<file path="config.mk">
export PLATFORM = sky130hd
export DESIGN_NAME = multicycle_control_fsm
export DESIGN_NICKNAME = d
export VERILOG_FILES = /design/src/rtl/multicycle_control_fsm.sv
export SDC_FILE = /design/constraint.sdc
export NUM_CORES = 1
export LEC_CHECK = 0
export ABC_CLOCK_PERIOD_IN_PS = 1650
export CORE_MARGIN = 10
export CORE_UTILIZATION = 31
export CTS_CLUSTER_SIZE = 10
export DETAILED_ROUTE_END_ITERATION = 6
export HOLD_SLACK_MARGIN = 0.08
export PLACE_DENSITY_LB_ADDON = 0.05
export SLEW_MARGIN = 25
export SYNTH_ARGS = -nofsm -noshare
export SYNTH_HDL_FRONTEND = slang
export SYNTH_SLANG_ARGS = --single-unit
export TNS_END_PERCENT = 1
</file>
<file path="constraint.sdc">
create_clock -name clk -period 1.65 [get_ports clk]
set_input_delay 0.2475 -clock clk [delete_from_list [all_inputs] [get_ports clk]]
set_output_delay 0.2475 -clock clk [all_outputs]
set_load 0.01 [all_outputs]
</file>
<file path="src/rtl/multicycle_control_fsm.sv">
// Multi-cycle RV32I sequencing controller: walks IF/ID/EX/MEM/WB and drives datapath enables.
// Optional MC_MEM_READY_EN adds a mem_ready input that stalls IF and MEM.
module multicycle_control_fsm #(
  parameter int HALT_CODE = 10
) (
  input  logic        clk,
  input  logic        reset,
  input  logic [6:0]  opcode,
  input  logic [31:0] rf17,
  input  logic        alu_bcond,
`ifdef MC_MEM_READY_EN
  input  logic        mem_ready,
`endif
  output logic        pc_write,
  output logic        pc_source,
  output logic        i_or_d,
  output logic        mem_read,
  output logic        mem_write,
  output logic        ir_write,
  output logic        reg_write,
  output logic [1:0]  wb_sel,
  output logic        alu_src_a,
  output logic [1:0]  alu_src_b,
  output logic [1:0]  alu_op,
  output logic        is_halted,
  output logic [2:0]  state
);

  localparam logic [6:0] OP_R      = 7'b0110011;
  localparam logic [6:0] OP_I      = 7'b0010011;
  localparam logic [6:0] OP_LOAD   = 7'b0000011;
  localparam logic [6:0] OP_STORE  = 7'b0100011;
  localparam logic [6:0] OP_BRANCH = 7'b1100011;
  localparam logic [6:0] OP_JAL    = 7'b1101111;
  localparam logic [6:0] OP_JALR   = 7'b1100111;
  localparam logic [6:0] OP_ECALL  = 7'b1110011;

  typedef enum logic [2:0] {
    S_IF   = 3'd0,
    S_ID   = 3'd1,
    S_EX   = 3'd2,
    S_MEM  = 3'd3,
    S_WB   = 3'd4,
    S_HALT = 3'd5
  } state_e;

  state_e state_q, state_d;
  logic   mem_rdy;
  logic   halt_hit;
  logic   known_op;

`ifdef MC_MEM_READY_EN
  assign mem_rdy = mem_ready;
`else
  assign mem_rdy = 1'b1;
`endif

  assign halt_hit = (rf17 == 32'(HALT_CODE));
  assign known_op = (opcode == OP_R)      || (opcode == OP_I)     ||
                    (opcode == OP_LOAD)   || (opcode == OP_STORE) ||
                    (opcode == OP_BRANCH) || (opcode == OP_JAL)   ||
                    (opcode == OP_JALR);
  assign state    = state_q;

  always_ff @(posedge clk) begin
    if (reset) state_q <= S_IF;
    else       state_q <= state_d;
  end

  always_comb begin
    state_d = S_IF;
    case (state_q)
      S_IF:  state_d = mem_rdy ? S_ID : S_IF;
      S_ID: begin
        if (opcode == OP_ECALL) state_d = halt_hit ? S_HALT : S_IF;
        else if (known_op)      state_d = S_EX;
        else                    state_d = S_WB;
      end
      S_EX: begin
        case (opcode)
          OP_R, OP_I, OP_JALR: state_d = S_WB;
          OP_LOAD, OP_STORE:   state_d = S_MEM;
          OP_BRANCH:           state_d = alu_bcond ? S_IF : S_WB;
          default:             state_d = S_IF;
        endcase
      end
      S_MEM: begin
        if (!mem_rdy)               state_d = S_MEM;
        else if (opcode == OP_LOAD) state_d = S_WB;
        else                        state_d = S_IF;
      end
      S_WB:    state_d = S_IF;
      S_HALT:  state_d = S_HALT;
      default: state_d = S_IF;
    endcase
  end

  // Outputs are forced low during reset so no write fires in the cycle that aborts an instruction.
  always_comb begin
    pc_write  = 1'b0;
    pc_source = 1'b0;
    i_or_d    = 1'b0;
    mem_read  = 1'b0;
    mem_write = 1'b0;
    ir_write  = 1'b0;
    reg_write = 1'b0;
    wb_sel    = '0;
    alu_src_a = 1'b0;
    alu_src_b = '0;
    alu_op    = '0;
    is_halted = 1'b0;
    if (!reset) begin
      case (state_q)
        S_IF: begin
          mem_read = 1'b1;
          ir_write = mem_rdy;
        end
        S_ID: begin
          alu_src_b = 2'b10;
          if (opcode == OP_ECALL && !halt_hit) begin
            alu_src_b = 2'b01;
            pc_write  = 1'b1;
          end
        end
        S_EX: begin
          case (opcode)
            OP_R: begin
              alu_src_a = 1'b1;
              alu_op    = 2'b10;
            end
            OP_I: begin
              alu_src_a = 1'b1;
              alu_src_b = 2'b10;
              alu_op    = 2'b10;
            end
            OP_LOAD, OP_STORE, OP_JALR: begin
              alu_src_a = 1'b1;
              alu_src_b = 2'b10;
            end
            OP_BRANCH: begin
              alu_src_a = 1'b1;
              alu_op    = 2'b01;
              pc_write  = alu_bcond;
              pc_source = alu_bcond;
            end
            OP_JAL: begin
              alu_src_b = 2'b01;
              reg_write = 1'b1;
              wb_sel    = 2'b10;
              pc_write  = 1'b1;
              pc_source = 1'b1;
            end
            default: ;
          endcase
        end
        S_MEM: begin
          i_or_d = 1'b1;
          if (opcode == OP_LOAD) begin
            mem_read = 1'b1;
          end else if (opcode == OP_STORE) begin
            mem_write = mem_rdy;
            pc_write  = mem_rdy;
            alu_src_b = 2'b01;
          end
        end
        S_WB: begin
          pc_write  = 1'b1;
          alu_src_b = 2'b01;
          case (opcode)
            OP_R, OP_I: reg_write = 1'b1;
            OP_LOAD: begin
              reg_write = 1'b1;
              wb_sel    = 2'b01;
            end
            OP_JALR: begin
              reg_write = 1'b1;
              wb_sel    = 2'b10;
              pc_source = 1'b1;
            end
            default: ;
          endcase
        end
        S_HALT:  is_halted = 1'b1;
        default: ;
      endcase
    end
  end

endmodule

</file>
==> results of run 1 <==
==> routing by layer <==
metal / global-route usage [%] / share of wire, % / up-vias
li1: - / - / 623
met1: 21.63 / 34 / 724
met2: 33.89 / 49 / 156
met3: 5.518 / 9.5 / 65
met4: 4.872 / 7.2 / 0
met5: 0 / 0 / -
==> Yosys cell counts (2+ instances only) <==
master	n
o21ai_0	3
nor3_1	6
a31oi_1	2
buf_2	3
nor4_1	9
nand2b_1	4
a21oi_1	6
clkbuf_1	3
nor4b_1	5
nor2_1	13
and2_1	2
and4_1	2
nand3_1	3
nand2_1	4
a211oi_1	2
nand4_1	4
dfxtp_1	3
or2b_1	2
nand3b_1	3
o21bai_1	2
==> how the worst max path moves through the flow <==
stage | end | depth (start not counted) | from | slack (ps)
finish | alu_src_b[1] | 7 | opcode[3] | -410
global placement | pc_write | 8 | opcode[4] | -930
detailed placement | pc_write | 8 | opcode[4] | -950
floorplan | pc_write | 4 | state[1] | -50
CTS | pc_source | 6 | state[1] | -280
global route | pc_write | 6 | opcode[2] | -490
==> metrics by stage <==
| step | instance area [sq um] | setup WS, ps |
|---|---|---|
| 4_1_cts | 1783 | -278.9 |
| 3_3_place_gp | 1613 | -926.4 |
| 6_report | 1928 | -411.6 |
| 2_1_floorplan | 699.4 | -48.68 |
| 5_1_grt | 1928 | -488.7 |
| 3_5_place_dp | 1613 | -947.5 |
==> critical path, cell delays in order <==
cell             delay, ps
clkdlybuf4s15_2        230
and4bb_1               340
nand4_1                190
buf_4                  190
a21oi_1                290
o32ai_2                140
buf_2                  170
==> area by class of cell <==
| type | instances | area share, % |
|---|---|---|
| timing repair buffer | 107 | 47.05 |
| multi-input combinational | 92 | 46.20 |
| sequential | 3 | 3.439 |
| tap | 27 | 1.752 |
| clock buffer | 4 | 1.363 |
| inverter | 1 | 0.1947 |
==> cell families after synthesis <==
group | Yosys count | synth area share (%)
simple gates | 69 | 64.11
compound gates | 22 | 21.49
buf+inv | 7 | 4.370
xor+xnor | 1 | 1.275
flops | 3 | 8.744
==> timing repair <==
item / in CTS / in global routing
setup endpoints to repair: 17 / 16
gates resized for setup: 126 / 35
buffers inserted: 5 / 2
pin swaps: 19 / 8
hold endpoints to repair: 0 / 0
==> power by group through the flow <==
stage          Combinational (mW)  Sequential, mW  Clock [mW]
2_1_floorplan              0.0838          0.0846           0
3_3_place_gp                0.289          0.0850           0
3_5_place_dp                0.292          0.0856           0
4_1_cts                     0.306          0.0853       0.127
5_1_grt                     0.372          0.0869       0.145
6_report                    0.360          0.0866       0.136
==> impl_metrics.tcl, run 1 <==
set metrics [dict create \
    status "finished, violations left" \
    violations "setup timing" \
    drive_gt1_share_pct 53.62 \
    final_cell_mix "buf_4, dlygate4sd2_1, dlymetal6s2s_1, buf_2, nor2_1" \
    syn_area_sq_um 686.9 \
    timing.hold.ws_ps 519.6 \
    grt_usage_pct 19.10 \
    cp.required_ps 1400 \
    clk_pin_slew_ps 40 \
    cts_tree "built" \
    ioPinCount 60 \
    numCtsBuffers 3 \
    gp_congestion 0.9265 \
    fin_util_pct 94.42 \
    synth.distinct_cells 41 \
    arrival_ps 1810 \
    p_seq_share_pct 14.9 \
    p_sw_uw 229.0 \
    cp_max_fo 4 \
    whs_path_depth 5 \
    synth_area_leaders "dfxtp_1, nor4_1, nor2_1" \
    layout_commonest_cell "buf_4" \
    startpoint_type "input pin" \
    fillers 58 \
    nets 250 \
    clockBufferDepth 2 \
    drv_cap 0 \
    fin_skew_ps 8.449 \
    synthCells 102 \
    die_width_microns 67.07 \
    p_clk_share_pct 23.3 \
    drc 0 \
    setup-tns-final_ps -3267 \
    reg2reg_from "state[1]" \
    clock_sinks 3 \
    synth_seq_area_share_pct 8.743 \
    grt_max_degree 15 \
    max_slew_margin_pct 74.07 \
    synth_ff_type "dfxtp_1" \
    rr_worst_depth 6 \
    regToRegEndpoint "state[2]" \
    wire_per_inst_microns 26.29 \
    die_h_microns 67.07 \
    syn2layout_area_growth_pct 180.7 \
    worst_pin_slew_ps 385.8 \
    multi_input_area_sq_um 890.9 \
    power_uw 582.7 \
    finalSetupViolCount 15 \
    synth-edff-count 0 \
    worstHoldEndpoint "state[0]" \
    hold_path.class "in -> reg" \
    pwr-share-comb_pct 61.8 \
    htreeDepth 1 \
    setup_ws_ps -411.6 \
    leakage_nw 0.9230 \
    drv_slew 0 \
    path_class "in -> out" \
    ant_nets 0 \
    async_reset_ff_share_pct 0 \
    period_needed_ps 2062 \
    synth_top_cell_area_share_pct 8.743 \
    largest_reg_flops 3 \
    rows 16 \
    via_count 1568 \
    drt_iter0_drc 188 \
    final_hold_viol_count 0 \
    grt-ovfl-total 0 \
    grt_setup_unrepaired "true" \
    r2r_slack_ps -270 \
    synth_top_cell_by_area "dfxtp_1" \
    final-seq-area_sq_um 66.31 \
    dp_hpwl_microns 3045 \
    postCtsHoldBufs 0 \
    start_util_pct 33.64 \
    syn_avg_cell_area_sq_um 6.734 \
    via_per_inst 6.701 \
    grt_pass1_wl_microns 6969 \
    p_int_uw 353.7 \
    die-area_sq_um 4498 \
    ir_drop_mv 0.2873 \
    ys.warnings.count 0 \
    wl_microns 6152 \
    power.density_nw_per_um2 302.2 \
    dp_cells 224 \
    fmaxAchievable_mhz 485.1 \
    endpoint_kind "primary output" \
    firstDrtPassIters 5 \
    antenna_cells 0 \
    synth_nets 144 \
    core_area_sq_um 2042 \
    ys_ff_latch 3 \
    fin_crit_sh_pct 124.9 \
    first_global_vias 1475 \
    antenna_found_initial 0 \
    io_buffer_count 59 \
    instances_no_fill 234 \
    worstHoldStart "rf17[14]" \
    cts-root-buf "clkbuf_4" \
    swShare_pct 39.30 \
    clkLatencyLatePin_ps 240 \
]
(Power assumes the default switching activity.)
==> run 2: changes to the inputs <==
CAP_MARGIN = 40   (was default)
==> results of run 2 <==
Same layout as run 1: the final DEF is identical, and so are final timing and power.
==> run 3: changes to the inputs <==
ABC_AREA = 1   (was default)
CORE_UTILIZATION = 33   (was 31)
==> impl_metrics.tcl, run 3 <==
set metrics [dict create \
    hold_path.class "in -> reg" \
    endpoint_kind "primary output" \
    path_class "reg -> out" \
    cts_tree "built" \
    clockBufferDepth 2 \
    via_per_inst 4.530 \
    ir_drop_mv 0.2649 \
    grt-ovfl-total 0 \
    setup_ws_ps -3.398 \
    fin_crit_sh_pct 100.2 \
    clk_pin_slew_ps 40 \
    gp_congestion 0.8529 \
    core_area_sq_um 2191 \
    grt_pass1_wl_microns 5375 \
    final_hold_viol_count 0 \
    synth_ff_type "dfxtp_1" \
    cpMostUsedCell "nor2_4" \
    syn_avg_cell_area_sq_um 4.955 \
    power.density_nw_per_um2 314.7 \
    startpoint_type "register" \
    arrival_ps 1410 \
    grt_max_degree 9 \
    htreeDepth 1 \
    slowest_stage "dfxtp_4" \
    drv_cap 0 \
    firstDrtPassIters 4 \
    synth.distinct_cells 24 \
    cp_max_fo 6 \
    antenna_cells 0 \
    dp_hpwl_microns 2754 \
    drc 0 \
    timing.hold.ws_ps 478.9 \
    rows 17 \
    path_buf_inv 4 \
    synth-edff-count 0 \
    syn2layout_area_growth_pct 128.4 \
    finalSetupViolCount 2 \
    synth_top_cell_area_share_pct 17.56 \
    leakage_nw 1.000 \
    ys_ff_latch 3 \
    grt_usage_pct 14.55 \
    yosysMostFrequentCell "nand2_1" \
    cts-root-buf "clkbuf_4" \
    ioPinCount 60 \
    grt_setup_unrepaired "true" \
    first_global_vias 1215 \
    die_h_microns 67.62 \
    synth_area_leaders "nand2_1, inv_1, nor2_1" \
    synth_nets 193 \
    worst_pin_slew_ps 267.0 \
    final-seq-area_sq_um 68.82 \
    clock_sinks 3 \
    ant_nets 0 \
    io_buffer_count 59 \
    largest_reg_flops 3 \
    synth_top_cell_by_area "nand2_1" \
    async_reset_ff_share_pct 0 \
    die_width_microns 67.62 \
    antenna_found_initial 0 \
    fmaxAchievable_mhz 604.8 \
    layout_commonest_cell "buf_4" \
    dp_slack_ps -705.0 \
    fillers 176 \
    max_stage_delay_ps 350 \
    period_needed_ps 1653 \
    wire_per_inst_microns 12.55 \
    numCtsBuffers 3 \
    synthCells 151 \
    clkLatencyLatePin_ps 240 \
    via_count 1264 \
    syn_area_sq_um 748.2 \
    max_slew_margin_pct 82.18 \
    drive_gt1_share_pct 39.44 \
    wl_microns 3502 \
    drt_iter0_drc 84 \
    postCtsHoldBufs 0 \
    path_cells "buf_4, nor2_4, clkinv_2, nor2_4, nor2_2, nand3_2, nand2_1, inv_1, buf_2" \
    setup-tns-final_ps -5.627 \
    netlist_top_cells_count "nand2_1, inv_1, nor2_1, nand3_1, a21oi_1" \
    status "finished, violations left" \
    nets 294 \
    fin_skew_ps 0.9049 \
    final_cell_mix "buf_4, inv_1, nand2_1, dlygate4sd2_1, nor2_1" \
    cp.required_ps 1400 \
    drv_slew 0 \
    synth_seq_area_share_pct 8.027 \
    start_util_pct 34.15 \
    ys.warnings.count 0 \
    die-area_sq_um 4572 \
    path_delay_family "simple AND/OR/NAND/NOR gates" \
    multi_input_area_sq_um 641.9 \
    violations "setup timing" \
]
==> run 3: routing by layer <==
metal / routed length [microns] / vias up / share of wire (%) / track usage [%]
met5: 0 / - / 0 / 0
met4: 53 / 0 / 1.5 / 4.359
met3: 114 / 6 / 3.3 / 1.983
met2: 2055 / 32 / 59 / 29.46
met1: 1278 / 569 / 36 / 14.68
li1: - / 657 / - / -
==> run 3: layout make-up <==
type	instances	share of cell area [%]
Clock buffer	4	1.537
Inverter	39	8.785
Multi-Input combinational cell	108	37.55
Sequential cell	3	4.026
Tap cell	28	2.050
Timing Repair Buffer	97	46.05
==> run 3: cells by family after synthesis <==
| logic type | share of synthesized area, % |
|---|---|
| AO/OA/AOI/OAI | 11.20 |
| buffers and inverters | 20.23 |
| AND/OR/NAND/NOR | 60.54 |
| flip-flops | 8.027 |
==> run 3: worst register-to-register path: cells and delay by family, from the launching register on <==
kind | cells | cell delay, ps
buffers and inverters | 3 | 360
and+or+nand+nor | 2 | 210
AOI/OAI and AO/OA | 2 | 250
DFF | 1 | 350
==> run 3: final timing paths <==
path	depth (start not counted)	to	startpoint	slack, ps
worst min-delay path	4	state[1]	opcode[6]	480
worst max register to register	7	state[2]	state[0]	390
worst min register to register	3	state[0]	state[0]	640
worst max-delay path	9	pc_write	state[0]	-3
==> run 3: through the flow <==
stage	utilization [%]	instances	cell area (sq um)	total power, mW
floorplan	-	151	748.2	0.1931
CTS	73.33	273	1607	0.5235
detailed placement	71.44	263	1565	0.3986
global route	78.01	279	1709	0.5759
global placement	71.44	263	1565	0.3898
finish	78.01	279	1709	0.5379
==> run 3: power by group <==
group / internal (mW) / switching [mW]
Clock: 0.0910 / 0.0434
Combinational: 0.169 / 0.146
Sequential: 0.0796 / 0.00860
Total: 0.340 / 0.198
==> run 3: repair_timing <==
action                     in CTS  in global routing
cloned                          0                  0
resized for setup              96                 37
setup endpoints to repair      15                 10
buffers inserted                6                  6
pin swaps                      30                 20
